## src/rtl/div_seq_ctrl_if.sv

```systemverilog
// Bundle between the EX stage, the iterative divider and the HI/LO writer.
// Handshake rules: div_start is a level that stays high from the first BUSY
// cycle until div_ready is seen or div_annul pulses; div_ready is a one-cycle
// result-valid from the divider; hilo_we is a one-cycle write strobe whose
// data (hi_wdata/lo_wdata) is valid only while hilo_we is high.
interface div_seq_ctrl_if;
   logic        div_req;
   logic        div_sign;
   logic [31:0] opa;
   logic [31:0] opb;
   logic        flush;
   logic        pipe_hold;
   logic        div_ready;
   logic [63:0] div_result;
   logic        div_start;
   logic        div_signed;
   logic [31:0] div_a;
   logic [31:0] div_b;
   logic        div_annul;
   logic        stall_div;
   logic        hilo_we;
   logic [31:0] hi_wdata;
   logic [31:0] lo_wdata;
   logic        div_timeout;
   logic [1:0]  dbg_state;

   // Environment side: EX stage, divider and writeback.
   modport master (
      output div_req, div_sign, opa, opb, flush, pipe_hold, div_ready, div_result,
      input  div_start, div_signed, div_a, div_b, div_annul, stall_div,
             hilo_we, hi_wdata, lo_wdata, div_timeout, dbg_state
   );

   // Sequencer side.
   modport slave (
      input  div_req, div_sign, opa, opb, flush, pipe_hold, div_ready, div_result,
      output div_start, div_signed, div_a, div_b, div_annul, stall_div,
             hilo_we, hi_wdata, lo_wdata, div_timeout, dbg_state
   );
endinterface

```

## src/rtl/div_seq_ctrl.sv

```systemverilog
// Divide sequencer: latches DIV/DIVU operands, runs the divider handshake,
// stalls EX until the result is ready and issues exactly one HI/LO write.
// Handles flush, divide-by-zero, downstream hold and a watchdog timeout.
module div_seq_ctrl #(
   parameter int DIV_TIMEOUT = 40
) (
   input logic            clk,
   input logic            rst,
   div_seq_ctrl_if.slave  bus
);

   typedef enum logic [1:0] {
      S_IDLE = 2'd0,
      S_BUSY = 2'd1,
      S_DONE = 2'd2
   } state_t;

   localparam logic [5:0] CNT_LAST = 6'(DIV_TIMEOUT - 1);

   state_t      state, state_nx;
   logic [31:0] a_q, b_q, hi_q, lo_q;
   logic        sign_q;
   logic [5:0]  cnt_q;
   logic        timeout_q;

   logic        load_ops;
   logic        load_dz;
   logic        cap_res;
   logic        timeout_hit;
   logic        annul;

   // Next-state and control decode; flush/lost request beats ready beats timeout.
   always_comb begin
      state_nx    = state;
      load_ops    = 1'b0;
      load_dz     = 1'b0;
      cap_res     = 1'b0;
      timeout_hit = 1'b0;
      annul       = 1'b0;
      case (state)
         S_IDLE: begin
            if (bus.div_req && !bus.flush) begin
               if (bus.opb != 32'd0) begin
                  load_ops = 1'b1;
                  state_nx = S_BUSY;
               end else begin
                  load_dz  = 1'b1;
                  state_nx = S_DONE;
               end
            end
         end
         S_BUSY: begin
            if (bus.flush || !bus.div_req) begin
               annul    = 1'b1;
               state_nx = S_IDLE;
            end else if (bus.div_ready) begin
               cap_res  = 1'b1;
               state_nx = S_DONE;
            end else if (cnt_q == CNT_LAST) begin
               annul       = 1'b1;
               timeout_hit = 1'b1;
               state_nx    = S_DONE;
            end
         end
         S_DONE: begin
            if (bus.flush || !bus.pipe_hold) begin
               state_nx = S_IDLE;
            end
         end
         default: state_nx = S_IDLE;
      endcase
   end

   // State register.
   always_ff @(posedge clk or posedge rst) begin
      if (rst) begin
         state <= S_IDLE;
      end else begin
         state <= state_nx;
      end
   end

   // Operand latch and saturating BUSY cycle counter.
   always_ff @(posedge clk or posedge rst) begin
      if (rst) begin
         a_q    <= 32'd0;
         b_q    <= 32'd0;
         sign_q <= 1'b0;
         cnt_q  <= 6'd0;
      end else if (load_ops) begin
         a_q    <= bus.opa;
         b_q    <= bus.opb;
         sign_q <= bus.div_sign;
         cnt_q  <= 6'd0;
      end else if (state == S_BUSY && cnt_q != 6'h3F) begin
         cnt_q  <= cnt_q + 6'd1;
      end
   end

   // HI/LO result registers: divider result, divide-by-zero pattern or zeros on timeout.
   always_ff @(posedge clk or posedge rst) begin
      if (rst) begin
         hi_q <= 32'd0;
         lo_q <= 32'd0;
      end else if (load_dz) begin
         hi_q <= bus.opa;
         lo_q <= 32'hFFFF_FFFF;
      end else if (cap_res) begin
         hi_q <= bus.div_result[63:32];
         lo_q <= bus.div_result[31:0];
      end else if (timeout_hit) begin
         hi_q <= 32'd0;
         lo_q <= 32'd0;
      end
   end

   // Sticky watchdog flag; only reset clears it.
   always_ff @(posedge clk or posedge rst) begin
      if (rst) begin
         timeout_q <= 1'b0;
      end else if (timeout_hit) begin
         timeout_q <= 1'b1;
      end
   end

   assign bus.div_start   = (state == S_BUSY);
   assign bus.div_signed  = sign_q;
   assign bus.div_a       = a_q;
   assign bus.div_b       = b_q;
   assign bus.div_annul   = annul;
   assign bus.stall_div   = bus.div_req && !bus.flush && (state == S_IDLE || state == S_BUSY);
   assign bus.hilo_we     = (state == S_DONE) && !bus.pipe_hold && !bus.flush;
   assign bus.hi_wdata    = hi_q;
   assign bus.lo_wdata    = lo_q;
   assign bus.div_timeout = timeout_q;
   assign bus.dbg_state   = state;

endmodule

```

## src/flat_wrapper.sv

```systemverilog
// flat-port wrapper written by rule: the top's interface ports become plain ports
module div_seq_ctrl_flat 
#(
   parameter int DIV_TIMEOUT = 40
)
  (clk, rst, bus_div_req, bus_div_sign, bus_opa, bus_opb, bus_flush, bus_pipe_hold, bus_div_ready, bus_div_result, bus_div_start, bus_div_signed, bus_div_a, bus_div_b, bus_div_annul, bus_stall_div, bus_hilo_we, bus_hi_wdata, bus_lo_wdata, bus_div_timeout, bus_dbg_state);
  div_seq_ctrl_if bus_i ();
  input logic clk;
  input logic rst;
  input wire logic [$bits(bus_i.div_req)-1:0] bus_div_req;
  input wire logic [$bits(bus_i.div_sign)-1:0] bus_div_sign;
  input wire logic [$bits(bus_i.opa)-1:0] bus_opa;
  input wire logic [$bits(bus_i.opb)-1:0] bus_opb;
  input wire logic [$bits(bus_i.flush)-1:0] bus_flush;
  input wire logic [$bits(bus_i.pipe_hold)-1:0] bus_pipe_hold;
  input wire logic [$bits(bus_i.div_ready)-1:0] bus_div_ready;
  input wire logic [$bits(bus_i.div_result)-1:0] bus_div_result;
  output wire logic [$bits(bus_i.div_start)-1:0] bus_div_start;
  output wire logic [$bits(bus_i.div_signed)-1:0] bus_div_signed;
  output wire logic [$bits(bus_i.div_a)-1:0] bus_div_a;
  output wire logic [$bits(bus_i.div_b)-1:0] bus_div_b;
  output wire logic [$bits(bus_i.div_annul)-1:0] bus_div_annul;
  output wire logic [$bits(bus_i.stall_div)-1:0] bus_stall_div;
  output wire logic [$bits(bus_i.hilo_we)-1:0] bus_hilo_we;
  output wire logic [$bits(bus_i.hi_wdata)-1:0] bus_hi_wdata;
  output wire logic [$bits(bus_i.lo_wdata)-1:0] bus_lo_wdata;
  output wire logic [$bits(bus_i.div_timeout)-1:0] bus_div_timeout;
  output wire logic [$bits(bus_i.dbg_state)-1:0] bus_dbg_state;
  assign bus_i.div_req = bus_div_req;
  assign bus_i.div_sign = bus_div_sign;
  assign bus_i.opa = bus_opa;
  assign bus_i.opb = bus_opb;
  assign bus_i.flush = bus_flush;
  assign bus_i.pipe_hold = bus_pipe_hold;
  assign bus_i.div_ready = bus_div_ready;
  assign bus_i.div_result = bus_div_result;
  assign bus_div_start = bus_i.div_start;
  assign bus_div_signed = bus_i.div_signed;
  assign bus_div_a = bus_i.div_a;
  assign bus_div_b = bus_i.div_b;
  assign bus_div_annul = bus_i.div_annul;
  assign bus_stall_div = bus_i.stall_div;
  assign bus_hilo_we = bus_i.hilo_we;
  assign bus_hi_wdata = bus_i.hi_wdata;
  assign bus_lo_wdata = bus_i.lo_wdata;
  assign bus_div_timeout = bus_i.div_timeout;
  assign bus_dbg_state = bus_i.dbg_state;
  div_seq_ctrl #(.DIV_TIMEOUT(DIV_TIMEOUT)) u_core (.clk(clk), .rst(rst), .bus(bus_i));
endmodule
```

## config.mk

```make
export PLATFORM = sky130hd
export DESIGN_NAME = div_seq_ctrl_flat
export DESIGN_NICKNAME = d
export VERILOG_FILES = /design/src/rtl/div_seq_ctrl_if.sv /design/src/rtl/div_seq_ctrl.sv /design/src/flat_wrapper.sv
export SDC_FILE = /design/constraint.sdc
export NUM_CORES = 1
export LEC_CHECK = 0
export BUFFER_PORTS_ARGS = -buffer_cell sky130_fd_sc_hd__buf_2
export CORE_ASPECT_RATIO = 1.75
export CORE_UTILIZATION = 42
export DETAILED_ROUTE_END_ITERATION = 16
export GPL_TIMING_DRIVEN = 0
export PLACE_DENSITY = 0.77
export SYNTH_ARGS = -nofsm -noshare
export SYNTH_HDL_FRONTEND = slang
export SYNTH_SLANG_ARGS = --single-unit
```

## constraint.sdc

```tcl
create_clock -name clk -period 3.8 [get_ports clk]
set_input_delay 0 -clock clk [delete_from_list [all_inputs] [get_ports clk]]
set_output_delay 0 -clock clk [all_outputs]
set_load 0.02 [all_outputs]
```

# Word level (Yosys, flattened, before mapping)
# Cells that the tools add are included.
[totals] register_bits=138 inputBits=135 out_inout_bits=136 word_cells=61
[op_classes] n_addsub=1 eq_ne=7 muxes=29 n_reduce_logical=16
[ops] cell="32-bit 2-to-1 mux" n=5
[ops] cell="32-bit nonzero test" n=1
[ops] cell="1-bit 2-to-1 mux" n=15
[ops] cell="2-bit 2-to-1 mux" n=6
[ops] cell="6-bit 2-to-1 mux" n=2
[ops] cell="6-bit by 1-bit adder with 6-bit output (second input constant)" n=1
[ops] cell="6-bit equality test (second input constant)" n=1
[ops] cell="6-bit != test (second input constant)" n=1
[ops] cell="2-bit case mux with 3 select lines" n=1
[ops] cell="1-bit logical AND" n=5
[ops] cell="2-bit by 1-bit != test with 1-bit output (second input constant)" n=2
[ops] cell="4-bit by 2-bit != test with 1-bit output (second input constant)" n=1
[ops] cell="1-bit logical NOT" n=3
[ops] cell="1-bit logical OR" n=3
[ops] cell="3-bit AND reduction" n=1
[ops] cell="3-bit nonzero test" n=1
[ops] cell="2-bit by 1-bit equality test with 1-bit output (second input constant)" n=1
[ops] cell="2-bit equality test (second input constant)" n=1
[ops] cell="2-bit logical NOT" n=1
[ops] cell="2-bit nonzero test" n=1

# Logic depth before layout (Yosys ltp)
# Gate-level depths: netlist of the first run.
[depth] ltp_word=8 ltp_mapped=6 ltp_nobuf=5

# Worst setup path before layout of the first run
# Ideal clock, no wire load.
[synth_timing] path_type="register to register" from="register u_core.state[0], in the netlist u_core.bus.dbg_state[0]" to="register u_core.hi_q[0], in the netlist u_core.bus.hi_wdata[0]" setup_time_ns=0.123 t_arrival_ns=1.786 required_ns=3.677 setup_slack_ns=1.891 path_stages_with_launch=6 n_path_buf=2 synth_period_minus_slack_ns=1.909 path_cell_list="dfrtp_1 > or3_4 > or3_1 > buf_2 > buf_6 > o221a_1"
[synth_between] elab_chain_cells=4 word_cells_on_any_way=8 cone_classes="eq/ne: 1; mux: 5; reduce/logical: 2"
[synth_rtl] element="start, declared" line_no="div_seq_ctrl.sv:20" source="state_t state, state_nx;"
[synth_rtl] element="start signal, assigned" line_no="div_seq_ctrl.sv:79" source="state <= state_nx;"
[synth_rtl] element="2-bit by 1-bit equality test with 1-bit output" line_no="div_seq_ctrl.sv:40" source="case (state)"
[synth_rtl] element="1-bit 2-to-1 mux" line_no="div_seq_ctrl.sv:40"
[synth_rtl] element="32-bit 2-to-1 mux" line_no="div_seq_ctrl.sv:108" source="end else if (cap_res) begin"
[synth_rtl] element="32-bit 2-to-1 mux" line_no="div_seq_ctrl.sv:105" source="end else if (load_dz) begin"
[synth_rtl] element="end signal, assigned" line_no="div_seq_ctrl.sv:106" source="hi_q <= bus.opa;"
[synth_rtl] element="end signal, assigned" line_no="div_seq_ctrl.sv:109" source="hi_q <= bus.div_result[63:32];"
[synth_rtl] element="end, declared" line_no="div_seq_ctrl.sv:21" source="logic [31:0] a_q, b_q, hi_q, lo_q;"
# Parallel ways exist; a longest one is shown, timed or not.
# A chain may end at the register's enable or synchronous reset.

# Final worst setup path of the first run
[layout_timing] from="input port bus_opb[20]" to="register u_core.lo_q[2], in the netlist u_core.bus.lo_wdata[2]"
[layout_between] elab_chain_cells=5 word_cells_on_any_way=6 cone_classes="mux: 4; reduce/logical: 2"
[layout_rtl] element="start, declared" line_no="flat_wrapper.sv:13" source="input wire logic [$bits(bus_i.opb)-1:0] bus_opb;"
[layout_rtl] element="32-bit nonzero test *" line_no="div_seq_ctrl.sv:43" source="if (bus.opb != 32'd0) begin"
[layout_rtl] element="1-bit 2-to-1 mux *" line_no="div_seq_ctrl.sv:43"
[layout_rtl] element="1-bit 2-to-1 mux *" line_no="div_seq_ctrl.sv:42" source="if (bus.div_req && !bus.flush) begin"
[layout_rtl] element="1-bit 2-to-1 mux *" line_no="div_seq_ctrl.sv:40"
[layout_rtl] element="3-bit nonzero test (no source line) / 32-bit 2-to-1 mux (equally long branches)"
[layout_rtl] element="end signal, assigned" line_no="div_seq_ctrl.sv:110" source="lo_q <= bus.div_result[31:0];"
[layout_rtl] element="end, declared" line_no="div_seq_ctrl.sv:21"
# Mark *: on every way between the ends. The rest lies on a longest branch, timed or not.

==> flow_summary.json, run 1 <==
{
  "status": "complete, no violations",
  "path_max_fanout": 10,
  "hp-class": "in -> reg",
  "synthTopCellsByArea": "dfrtp_1 (60%), mux2_2 (13%), o221a_1 (5.9%)",
  "dieWidth_microns": 90.49,
  "cap_violations": 0,
  "initial_core_util": 0.4301,
  "cts_resized": 0,
  "ant_nets": 0,
  "holdWs_ns": 0.05382,
  "seq_area_frac_synth": 0.6000,
  "clkTransAtPathRegs_ns": 0.06,
  "dr.first_iter.drc_count": 321,
  "floorplan.rows": 56,
  "num_vias": 5620,
  "yosysWarnings": 0,
  "die_h_microns": 156.9,
  "crit_family": "simple AND/OR/NAND/NOR gates",
  "worstPathArrival_ns": 2.64,
  "synthFlopType": "dfrtp_1",
  "ys_ff_latch": 138,
  "path_buf_inv": 3,
  "ys_types": 38,
  "portBuffers": 269,
  "relSlewSlack": 0.4418,
  "nNetsFinal": 988,
  "grtUsageMet1": 0.3205,
  "rsz0062_at_grt": "false",
  "power_leakage_nw": 4.440,
  "slew_viol_final": 0,
  "synth_area_leader_cell": "dfrtp_1",
  "synth_top_family_by_area": "compound AO/OA/AOI/OAI gates",
  "vdd_drop_max_mv": 0.3127,
  "dr.pass1.iters": 6,
  "max_stage_delay_ns": 0.76,
  "avgSynthCellArea_sq_um": 13.32,
  "start_kind": "input pin",
  "clkSinkCount": 138,
  "synth_mux_area_frac": 0.1291,
  "post-dp-hpwl_microns": 12390,
  "drive_gt1_frac": 0.4532,
  "utilization": 0.6944,
  "finalCritPeriodShare": 0.6077,
  "gp_congestion": 0.8228,
  "power_density_nw_per_um2": 563.6,
  "synth_edf_count": 0,
  "grt.total_usage": 0.2851,
  "grt_busiest_layer": "met2",
  "overflow": 0,
  "synth_xor_area_frac": 0.006087,
  "synthSimpleGateAreaFrac": 0.09326,
  "synth_common_cells": "dfrtp_1 (138), mux2_2 (66), nand2_1 (37)",
  "period_minus_slack_ns": 2.309,
  "syn_area_sq_um": 5756,
  "async_flop_share": 1.000,
  "cp.required_ns": 4.13,
  "crit_path_frequent_cell": "buf_2",
  "drc": 0,
  "synth_nets": 568,
  "wl_microns": 20130,
  "yosysTopAreaCellShare": 0.6000,
  "grt_pass1_vias": 6004,
  "grt_use_met3": 0.06365,
  "path_cells": "dlygate4sd3_1 > buf_2 > nor4_1 > nand4_1 > nor3_1 > buf_2 > a221o_1",
  "dieArea_sq_um": 14190,
  "synth-adder-area-share": 0.002174,
  "setup_viol": 0,
  "cp-end-kind": "flop",
  "antenna_found_initial": 0,
  "grt_pass1_wl_microns": 31550,
  "fmax_mhz": 433.0,
  "p_total_mw": 5.237,
  "finClkSkew_ns": 0.01252,
  "wl_per_cell_microns": 19.37,
  "synthCells": 432,
  "ioPinCount": 271,
  "gr-usage-met2": 0.5198,
  "max_slew.worst_pin.slew_ns": 0.8310,
  "num_antenna_cells": 0,
  "fillers": 902,
  "coreArea_sq_um": 13380,
  "critPathSlowestCell": "nor3_1",
  "synth_compound_area_frac": 0.1374,
  "h-tree-depth": 4,
  "cts_tree": "built",
  "crit_type": "in -> reg",
  "via_per_inst": 5.409,
  "area_growth_pct": 61.46,
  "clk_latency_ns": 0.41,
  "cts_root_buf": "clkbuf_16",
  "hold_viol_final": 0,
  "yosysMostFrequentCell": "dfrtp_1",
  "numCtsBuffers": 17,
  "clk_path_buf_depth": 2,
  "grt_max_degree": 78
}
-- power by group --
| part | total [mW] | switching, mW | internal [mW] |
|---|---|---|---|
| Sequential | 2.01 | 0.208 | 1.81 |
| Combinational | 1.48 | 0.823 | 0.653 |
| Clock | 1.75 | 0.652 | 1.09 |
-- timing repair --
item | 4_1_cts | 5_1_grt
buffers inserted | 0 | 0
hold buffers | 131 | 0
endpoints found under the setup margin | 0 | 0
hold endpoints to repair | 191 | 0
-- placed cells by master (no fill, tap or decap), drive strengths merged, types with 2 or more instances in the layout --
master       instances
buf                288
dfrtp              138
dlygate4sd3        131
mux2                66
clkbuf              38
nand2               37
nand3               34
a221o               32
o221a               32
nor4                 9
nor2                 7
and2                 6
inv                  5
clkinv               4
o21ai                3
xnor2                3
bufinv               3
or3                  3
and3                 2
nand4                2
o211ai               2
nor4b                2
clkinvlp             2
nand2b               2
-- worst paths after layout --
path                                               from                      end  slack, ns  cells past startpoint
worst max register to register  u_core.bus.dbg_state[1]   u_core.bus.lo_wdata[2]       1.49                      5
min in group asynchronous                           rst  u_core.bus.lo_wdata[30]       0.24                      3
worst max-delay path                        bus_opb[20]   u_core.bus.lo_wdata[2]       1.49                      7
worst min-delay path                        bus_div_req  u_core.bus.dbg_state[1]       0.05                      4
worst min register to register   u_core.bus.div_timeout   u_core.bus.div_timeout       0.45                      1
max in group asynchronous                           rst          u_core.cnt_q[3]       2.76                      4
-- worst reg2reg max path, delay by kind of cell (launching register included) --
family | cells | cell delay [ns]
simple gates | 3 | 1.02
compound gates | 1 | 0.39
buf+inv | 1 | 0.32
flops | 1 | 0.46
-- cells by family (layout without fill, tap and decap cells) --
| family | count (synthesis) | after routing |
|---|---|---|
| flip-flops | 138 | 138 |
| AND/OR/NAND/NOR | 107 | 107 |
| AO/OA/AOI/OAI | 78 | 78 |
| multiplexers | 66 | 66 |
| buffers and inverters | 38 | 471 |
| XOR/XNOR | 4 | 4 |
| adder cells (fa/ha/maj) | 1 | 1 |
-- per-layer routing --
layer | wire, microns | part of all wire | up-vias
met5 | 0 | 0 | -
met4 | 470 | 0.023 | 0
met3 | 1198 | 0.060 | 39
met2 | 11000 | 0.55 | 296
met1 | 7461 | 0.37 | 2797
li1 | - | - | 2488
-- layout make-up --
type / count / area [sq um] / share of cell area
plain buffers: 36 / 176.4 / 0.01898
clock buffers: 20 / 466.7 / 0.05022
clock inverters: 12 / 162.7 / 0.01750
inverters: 2 / 12.51 / 0.001346
multi-input cells: 256 / 2118 / 0.2280
flip-flops and latches: 138 / 3453 / 0.3716
well taps: 174 / 217.7 / 0.02343
repair buffers: 401 / 2685 / 0.2889
-- registers in the layout (all words and copies together) (netlist names) --
| register | count |
|---|---|
| u_core.bus.dbg_state | 2 |
| u_core.bus.div_a | 32 |
| u_core.bus.div_b | 32 |
| u_core.bus.div_signed | 1 |
| u_core.bus.div_timeout | 1 |
| u_core.bus.hi_wdata | 32 |
| u_core.bus.lo_wdata | 32 |
| u_core.cnt_q | 6 |
-- per-stage QoR --
stage	instance area, sq um	setup WS, ns	instances	TNS, ns
floorplan	5756	0.1038	432	0
finish	9293	1.491	1039	0
global route	9293	1.308	1039	0
CTS	9293	1.493	1039	0
global placement	7320	-1.220	875	-166.06
detailed placement	7352	1.547	876	0
Power figures use the tool's default switching activity.
==> inputs of run 2 (changes only) <==
Settings changed: ABC_AREA set to 1, CORE_UTILIZATION 42 to 43, PLACE_DENSITY 0.77 to 0.78.
Clock period 3.8 ns to 2 ns, I/O delays scaled along.
==> flow_summary.json, run 2 <==
{
  "drive_gt1_frac": 0.3109,
  "grt_pass1_vias": 7154,
  "clkSinkCount": 138,
  "period_minus_slack_ns": 1.960,
  "slew_viol_final": 0,
  "vdd_drop_max_mv": 0.5996,
  "ant_nets": 0,
  "overflow": 0,
  "finalCritPeriodShare": 0.9800,
  "layout_commonest_cell": "buf_2",
  "syn_area_sq_um": 5989,
  "gp_congestion": 0.8511,
  "h-tree-depth": 4,
  "synthFlopType": "dfrtp_1",
  "clkTransAtPathRegs_ns": 0.06,
  "dp_slack_ns": -0.1149,
  "relSlewSlack": 0.5429,
  "post-dp-hpwl_microns": 14330,
  "power_leakage_nw": 5.231,
  "synth_edf_count": 0,
  "fillers": 986,
  "seq_area_frac_synth": 0.5766,
  "worstPathArrival_ns": 2.30,
  "grt_pass1_wl_microns": 35570,
  "area_growth_pct": 60.83,
  "grt.total_usage": 0.3220,
  "async_flop_share": 1.000,
  "clk_path_buf_depth": 2,
  "final_cell_mix": "buf_2 (294), nand2_1 (252), nand3_1 (168)",
  "power_density_nw_per_um2": 996.0,
  "crit_path_frequent_cell": "nand2_1",
  "initial_core_util": 0.4429,
  "rsz0062_at_grt": "true",
  "drc": 0,
  "fin_ws_ns": 0.04006,
  "portBuffers": 270,
  "synthTopCellsByArea": "dfrtp_1 (58%), nand2_1 (16%), nand3_1 (14%)",
  "synth_nets": 841,
  "wl_microns": 23240,
  "path_cells": "dlygate4sd3_1 > buf_2 > nor2_1 > nand2_1 > nor2_2 > nand2_1 > nor2_4 > buf_4 > buf_1 > nand4_1 > nand3_1",
  "hp-class": "in -> reg",
  "dieArea_sq_um": 14420,
  "start_kind": "input pin",
  "dieWidth_microns": 91.22,
  "crit_type": "in -> reg",
  "cts_root_buf": "clkbuf_16",
  "clk_latency_ns": 0.42,
  "avgSynthCellArea_sq_um": 8.496,
  "antenna_found_initial": 0,
  "numCtsBuffers": 17,
  "critPathSlowestCell": "dlygate4sd3_1",
  "cts_tree": "built",
  "ys_ff_latch": 138,
  "synth_area_leader_cell": "dfrtp_1",
  "via_per_inst": 5.303,
  "cp-end-kind": "flop",
  "floorplan.rows": 56,
  "yosysTopAreaCellShare": 0.5766,
  "die_h_microns": 158.1,
  "dr.first_iter.drc_count": 441,
  "coreArea_sq_um": 13520,
  "path_max_fanout": 10,
  "setup_viol": 0,
  "synthCells": 705,
  "grt_max_degree": 43,
  "yosysWarnings": 0,
  "cp.required_ns": 2.34,
  "p_total_mw": 9.594,
  "fmax_mhz": 510.2,
  "ioPinCount": 271,
  "synth_common_cells": "nand2_1 (252), nand3_1 (168), dfrtp_1 (138)",
  "num_vias": 7000,
  "finClkSkew_ns": 0.008324,
  "max_slew.worst_pin.slew_ns": 0.6842,
  "hold_viol_final": 0,
  "yosysMostFrequentCell": "nand2_1",
  "cap_violations": 0,
  "status": "complete, no violations",
  "dr.pass1.iters": 5,
  "ys_types": 23,
  "wl_per_cell_microns": 17.60,
  "nNetsFinal": 1268,
  "max_stage_delay_ns": 0.56
}
run 2: cell types whose count changed in the layout (fill, tap and decap cells not counted), sizes merged, moves of 32 or more:
cell,previous run,this run
nand2,37,253
nand3,34,168
mux2,66,0
nand4,2,36
a221o,32,0
o221a,32,0
run 2: timing repair:
item | in CTS | in global routing
endpoints found under the hold margin | 156 | 0
hold buffers | 133 | 0
resized for setup | 2 | 16
buffers inserted | 0 | 2
pin swaps | 0 | 1
endpoints found under the setup margin | 50 | 118
run 2: cell families after synthesis:
kind of cell	after synthesis	synth area share
compound gates	5	0.005012
buf+inv	68	0.05222
simple gates	493	0.3641
fa+ha+maj	1	0.002089
flops	138	0.5766
run 2: cell type report:
cell class / instances / area (sq um) / share of cell area
diodes: 1 / 2.502 / 0.0002598
multi-input cells: 499 / 2250 / 0.2335
well taps: 174 / 217.7 / 0.02260
flip-flops and latches: 138 / 3453 / 0.3585
clock buffers: 19 / 432.9 / 0.04494
inverters: 18 / 71.32 / 0.007404
plain buffers: 50 / 269.0 / 0.02793
repair buffers: 408 / 2770 / 0.2876
clock inverters: 13 / 166.4 / 0.01728
run 2: metrics by stage:
stage / TNS, ns / utilization / instance area, sq um / std cells / hold slack (ns)
6_report: 0 / 0.7123 / 9633 / 1320 / 0.1751
5_1_grt: -0.009134 / 0.7122 / 9630 / 1319 / 0.2367
4_1_cts: 0 / 0.7069 / 9559 / 1317 / 0.1225
3_5_place_dp: -2.339 / 0.5637 / 7622 / 1152 / 0.1369
3_3_place_gp: -90.23 / 0.5592 / 7562 / 1149 / 0.2178
2_1_floorplan: 0 / - / 5993 / 705 / 0.07979
run 2: final timing paths:
check / start / endpoint / slack, ns / cells past startpoint
max in group asynchronous: rst / u_core.bus.div_a[24] / 1.11 / 4
setup / recovery: bus_opb[6] / u_core.bus.hi_wdata[31] / 0.04 / 11
setup reg to reg: u_core.cnt_q[0] / u_core.bus.hi_wdata[31] / 0.12 / 10
min in group asynchronous: rst / u_core.bus.div_b[0] / 0.26 / 3
hold reg to reg: u_core.bus.div_timeout / u_core.bus.div_timeout / 0.45 / 1
hold / removal: bus_div_req / u_core.bus.dbg_state[0] / 0.18 / 5
run 2: metal layers:
layer	track usage	wire length, microns	up-vias
met2	0.5884	12580	363
met5	0	0	-
li1	-	-	3191
met1	0.3350	8217	3359
met4	0.1927	1100	0
met3	0.07253	1337	87
run 2: worst max-delay path: cells and delay by family:
family        cells  cell delay (ns)
buf+inv           4             1.18
simple gates      7             1.12
run 2: where the power goes:
| group | total, mW | internal [mW] | leakage (nW) | switching, mW |
|---|---|---|---|---|
| combinational | 2.65 | 0.970 | 3.20 | 1.68 |
| clock | 3.24 | 1.97 | 0.284 | 1.27 |
| sequential | 3.70 | 3.36 | 1.74 | 0.338 |
| total | 9.59 | 6.31 | 5.23 | 3.29 |
